File: src/rtl/demux4_scan_ctrl.sv
// demux4_scan_ctrl: sequencer for a 4-way 1-bit demux. Routes a latched data
// bit to each enabled channel in ascending order, holding each channel for
// DWELL cycles. Channels are separated by a GAP-cycle break-before-make window,
// so the select never moves while din is high.
module demux4_scan_ctrl #(
  parameter int DWELL = 10,
  parameter int GAP   = 2,
  parameter int CNT_W = 8
) (
  input  logic       clk,
  input  logic       rst_n,
  input  logic       start,
  input  logic       stop,
  input  logic       loop,
  input  logic [3:0] ch_mask,
  input  logic       din_in,
  output logic [1:0] A,
  output logic       din,
  output logic       busy,
  output logic       ch_done,
  output logic       scan_done
);

  // The select update happens at the end of the first gap cycle and din rises
  // at the end of the last one, so a single-cycle gap would make them collide.
  if (GAP < 2) begin : g_bad_gap
    $error("demux4_scan_ctrl: GAP must be >= 2");
  end

  typedef enum logic [1:0] {S_IDLE, S_DRIVE, S_GAP, S_DONE} state_e;

  localparam logic [CNT_W-1:0] DWELL_LAST = CNT_W'(DWELL - 1);
  localparam logic [CNT_W-1:0] GAP_LAST   = CNT_W'(GAP - 1);

  state_e           state_q, state_d;
  logic [CNT_W-1:0] cnt_q, cnt_d;
  logic [3:0]       mask_q, mask_d;
  logic             data_q, data_d;
  logic [1:0]       a_q, a_d;
  logic             din_q, din_d;
  logic             busy_q, busy_d;
  logic             ch_done_q, ch_done_d;
  logic             scan_done_q, scan_done_d;
  logic             nxt_found;
  logic [1:0]       nxt_idx;

  function automatic logic [1:0] lowest_set(input logic [3:0] m);
    lowest_set = 2'd0;
    for (int i = 3; i >= 0; i--) begin
      if (m[i]) lowest_set = 2'(i);
    end
  endfunction

  // Lowest enabled channel strictly above the current select.
  always_comb begin
    nxt_found = 1'b0;
    nxt_idx   = 2'd0;
    for (int i = 3; i >= 0; i--) begin
      if (mask_q[i] && (2'(i) > a_q)) begin
        nxt_found = 1'b1;
        nxt_idx   = 2'(i);
      end
    end
  end

  // Next state and next registered outputs; pulses default low.
  always_comb begin
    state_d     = state_q;
    cnt_d       = cnt_q;
    mask_d      = mask_q;
    data_d      = data_q;
    a_d         = a_q;
    din_d       = din_q;
    busy_d      = busy_q;
    ch_done_d   = 1'b0;
    scan_done_d = 1'b0;
    if (stop) begin
      // Abort: select holds, no completion pulses for the cut-short channel.
      state_d = S_IDLE;
      cnt_d   = '0;
      din_d   = 1'b0;
      busy_d  = 1'b0;
    end else begin
      case (state_q)
        S_IDLE: begin
          din_d  = 1'b0;
          busy_d = 1'b0;
          if (start) begin
            if (ch_mask != 4'd0) begin
              mask_d  = ch_mask;
              data_d  = din_in;
              a_d     = lowest_set(ch_mask);
              din_d   = din_in;
              busy_d  = 1'b1;
              cnt_d   = '0;
              state_d = S_DRIVE;
            end else begin
              scan_done_d = 1'b1;
            end
          end
        end
        S_DRIVE: begin
          if (cnt_q == DWELL_LAST) begin
            cnt_d     = '0;
            din_d     = 1'b0;
            ch_done_d = 1'b1;
            if (nxt_found) begin
              state_d = S_GAP;
            end else if (loop) begin
              state_d     = S_GAP;
              scan_done_d = 1'b1;
            end else begin
              state_d     = S_DONE;
              scan_done_d = 1'b1;
              busy_d      = 1'b0;
            end
          end else begin
            cnt_d = cnt_q + 1'b1;
          end
        end
        S_GAP: begin
          // Move the select one edge after din fell; wrap to lowest if none above.
          if (cnt_q == '0) a_d = nxt_found ? nxt_idx : lowest_set(mask_q);
          if (cnt_q == GAP_LAST) begin
            cnt_d   = '0;
            din_d   = data_q;
            state_d = S_DRIVE;
          end else begin
            cnt_d = cnt_q + 1'b1;
          end
        end
        S_DONE: begin
          state_d = S_IDLE;
        end
        default: state_d = S_IDLE;
      endcase
    end
  end

  // State and output registers.
  always_ff @(posedge clk or negedge rst_n) begin
    if (!rst_n) begin
      state_q     <= S_IDLE;
      cnt_q       <= '0;
      mask_q      <= 4'd0;
      data_q      <= 1'b0;
      a_q         <= 2'd0;
      din_q       <= 1'b0;
      busy_q      <= 1'b0;
      ch_done_q   <= 1'b0;
      scan_done_q <= 1'b0;
    end else begin
      state_q     <= state_d;
      cnt_q       <= cnt_d;
      mask_q      <= mask_d;
      data_q      <= data_d;
      a_q         <= a_d;
      din_q       <= din_d;
      busy_q      <= busy_d;
      ch_done_q   <= ch_done_d;
      scan_done_q <= scan_done_d;
    end
  end

  assign A         = a_q;
  assign din       = din_q;
  assign busy      = busy_q;
  assign ch_done   = ch_done_q;
  assign scan_done = scan_done_q;

endmodule
File: config.mk
export PLATFORM = sky130hd
export DESIGN_NAME = demux4_scan_ctrl
export DESIGN_NICKNAME = d
export VERILOG_FILES = /design/src/rtl/demux4_scan_ctrl.sv
export SDC_FILE = /design/constraint.sdc
export NUM_CORES = 1
export LEC_CHECK = 0
export BUFFER_PORTS_ARGS = -buffer_cell sky130_fd_sc_hd__buf_2
export CAP_MARGIN = 30
export CORE_ASPECT_RATIO = 2
export CORE_MARGIN = 3
export CORE_UTILIZATION = 35
export DETAILED_ROUTE_END_ITERATION = 10
export HOLD_SLACK_MARGIN = 0.02
export PLACE_DENSITY = 0.55
export SLEW_MARGIN = 25
export SYNTH_ARGS = -nofsm -noshare
export SYNTH_HDL_FRONTEND = slang
export SYNTH_SLANG_ARGS = --single-unit
File: constraint.sdc
create_clock -name clk -period 5.2 [get_ports clk]
set_input_delay 1.04 -clock clk [delete_from_list [all_inputs] [get_ports clk]]
set_output_delay 1.04 -clock clk [all_outputs]
set_load 0.005 [all_outputs]
==> metrics.cfg <==
[status]
outcome = complete, no violations

[layout]
most_common_cell_after_layout_fill_and_taps_aside = sky130_fd_sc_hd__dfrtp_1
register_area_sq_um = 526
number_of_antenna_cells_inserted = 0
filler_cell_count = 390
drive_gt1_frac = 0.207
finish.net_count = 182
layout_common_cells = sky130_fd_sc_hd__dfrtp_1, sky130_fd_sc_hd__buf_2, sky130_fd_sc_hd__inv_1, sky130_fd_sc_hd__nand2_1, sky130_fd_sc_hd__a21oi_1
multi_input_comb_area_sq_um = 785
areaGrowthSynthToFinish_pct = 11.2
final_core_area_utilization = 0.416

[placed_design]
io_buffer_count = 15
dp_hpwl_mm = 2.61
gpl.final_weighted_congestion = 0.751
post-place-ws_ps = 2420

[setup_path]
critical_path_launch_point_type = input pin
worstPathRequired_ps = 5380
worstPathArrival_ps = 2700
crit_fanout = 9
crit_type = input pin to register
timing.critical_path.to_type = register

[cts]
cts.clk_slew.worst_paths_ps = 80
cts_resized = 0
cts_tree = done
worstSkewPairLatency_ps = 260
cts.repair_timing.setup_buffer_count = 0
tritoncts.num_buffers = 3
clock_sinks = 21
cts-root-buf = sky130_fd_sc_hd__clkbuf_8
htreeDepth = 1
clock_path_buffers = 2
ctsHoldBuffers = 0

[power]
power.static_leakage_nw = 0.643
max-vdd-ir-drop_v = 0.000204
cellPowerDensity_nw_per_um2 = 284

[detailed_routing]
routedWlPerCell_um = 16.0
wl_mm = 3.40
drt_iter0_markers = 26
final_antenna_net_count = 0
firstDrtPassIters = 4
vias_per_cell = 5.62
detailroute.via_count = 1197
drt_drc_violations_left = 0

[worst_hold_path]
worst_hold_path_type = register to register

[sta]
timing.clock.skew_ps = 2.77
finalWorstPathRequiredPeriod_ps = 2530
final-max-slew-violation-count = 0
setup_slack_ps = 2670
rsz0062_at_grt = false
setup_total_negative_slack_ps = 0
max_freq_ghz = 0.396
report.final.hold_viol_count = 0
final.period_utilization = 0.486
worst_slew_margin_rel = 0.509
final-setup-viol-count = 0
tightest_slew_ps = 732

[logic_synthesis]
ys.warnings.count = 0
ys_async_sr_fraction = 1.00
synth_flop_cell = sky130_fd_sc_hd__dfrtp_1
postSynthNetCount = 166
syn_area_sq_um = 1390
syn-mean-instance-area_sq_um = 9.34
synth_enable_flop_cells = 0
post_synth_inst_count = 149
ys_ff_latch = 21
synth.distinct_cells = 42
synth_sequential_area_ratio = 0.378

[die]
die_height_um = 95.2
std_cell_rows = 31
die_area_sq_um = 4810
core_sq_um = 3720
floorplan.io_pins = 16
die-width_um = 50.6
floorplan.initialDensity = 0.374

[grt]
antenna_violations_before_repair = 0
grt.overflow.total = 0
globalRouteTotalUtil = 0.148
grt_pass1_wl_mm = 5.46
grt_pass1_vias = 1152
maximum_number_of_pins_on_one_net_before_global_route_repair = 22

[job]
max_cap_viol = 0

cells by family after synthesis:
| group | share of synthesized area |
|---|---|
| mux | 0.0881 |
| compound gates | 0.204 |
| fa+ha+maj | 0.0629 |
| simple gates | 0.209 |
| buf+inv | 0.0584 |
| flops | 0.378 |
metal layers:
| metal | vias up | GRT usage | wire [um] |
|---|---|---|---|
| met5 | - | 0 | 0 |
| met4 | 0 | 0.0719 | 78 |
| met3 | 8 | 0.0250 | 138 |
| met2 | 39 | 0.287 | 1900 |
| met1 | 579 | 0.146 | 1280 |
| li1 | 571 | - | - |
final cells by class:
class                           instances  area share
Clock buffer                            4      0.0291
Inverter                               15      0.0364
Multi-Input combinational cell        109       0.507
Sequential cell                        21       0.340
Tap cell                               49      0.0396
Timing Repair Buffer                   15      0.0485
registers in the layout, summed over array words and instances, names as in the netlist:
signal,cells
A,2
data_q,1
ch_done,1
cnt_q,8
busy,1
scan_done,1
state_q,2
din,1
mask_q,4
per-stage QoR:
stage,cell area [sq um],std cells,hold WS [ps],total power [mW]
2_1_floorplan,1390,149,481,0.293
3_3_place_gp,1500,209,501,0.330
3_5_place_dp,1500,209,508,0.334
4_1_cts,1550,213,523,0.442
5_1_grt,1550,213,542,0.465
6_report,1550,213,518,0.439
worst paths after layout:
kind / startpoint / to / slack [ps] / depth (start not counted)
max: ch_mask[0] / cnt_q[3]$_DFFE_PN0P_ / 2670 / 6
min: data_q$_DFFE_PN0P_ / data_q$_DFFE_PN0P_ / 520 / 1
max reg2reg: state_q[1]$_DFFE_PN0P_ / cnt_q[7]$_DFFE_PN0P_ / 2810 / 6
min reg2reg: data_q$_DFFE_PN0P_ / data_q$_DFFE_PN0P_ / 520 / 1
max in group asynchronous: rst_n / mask_q[1]$_DFFE_PN0P_ / 4110 / 1
min in group asynchronous: rst_n / scan_done$_DFF_PN0_ / 740 / 1
where the power goes:
group | switching, mW | total (mW) | internal, mW
Sequential | 0.0251 | 0.207 | 0.182
Clock | 0.0522 | 0.107 | 0.0545
Combinational | 0.0695 | 0.125 | 0.0558
synth_stat cells, types with 2 or more instances:
master / count / share of area
sky130_fd_sc_hd__dfrtp_1: 21 / 0.38
sky130_fd_sc_hd__inv_1: 14 / 0.038
sky130_fd_sc_hd__nand2_1: 13 / 0.035
sky130_fd_sc_hd__a21oi_1: 11 / 0.040
sky130_fd_sc_hd__nor2_1: 9 / 0.024
sky130_fd_sc_hd__nand3_1: 8 / 0.029
sky130_fd_sc_hd__ha_1: 7 / 0.063
sky130_fd_sc_hd__o22ai_1: 6 / 0.027
sky130_fd_sc_hd__mux2_2: 5 / 0.040
sky130_fd_sc_hd__mux2i_1: 4 / 0.029
sky130_fd_sc_hd__o21ai_0: 4 / 0.014
sky130_fd_sc_hd__o21ai_1: 4 / 0.014
sky130_fd_sc_hd__nand4_1: 3 / 0.013
sky130_fd_sc_hd__nor3_1: 3 / 0.011
sky130_fd_sc_hd__o311ai_1: 3 / 0.019
sky130_fd_sc_hd__a31oi_1: 2 / 0.0090
sky130_fd_sc_hd__buf_2: 2 / 0.0072
sky130_fd_sc_hd__nand2_2: 2 / 0.0090
sky130_fd_sc_hd__nand3b_1: 2 / 0.011
sky130_fd_sc_hd__nor2b_1: 2 / 0.0090
sky130_fd_sc_hd__o221ai_1: 2 / 0.013
sky130_fd_sc_hd__o41ai_1: 2 / 0.013
critical path, stage by stage:
cell and delay (ps):
sky130_fd_sc_hd__buf_2 130, sky130_fd_sc_hd__o41ai_1 510, sky130_fd_sc_hd__nand2_2 190, sky130_fd_sc_hd__a21oi_1 550, sky130_fd_sc_hd__a21oi_1 90, sky130_fd_sc_hd__o22ai_1 180
No activity file was read; power rests on OpenSTA's default activity.
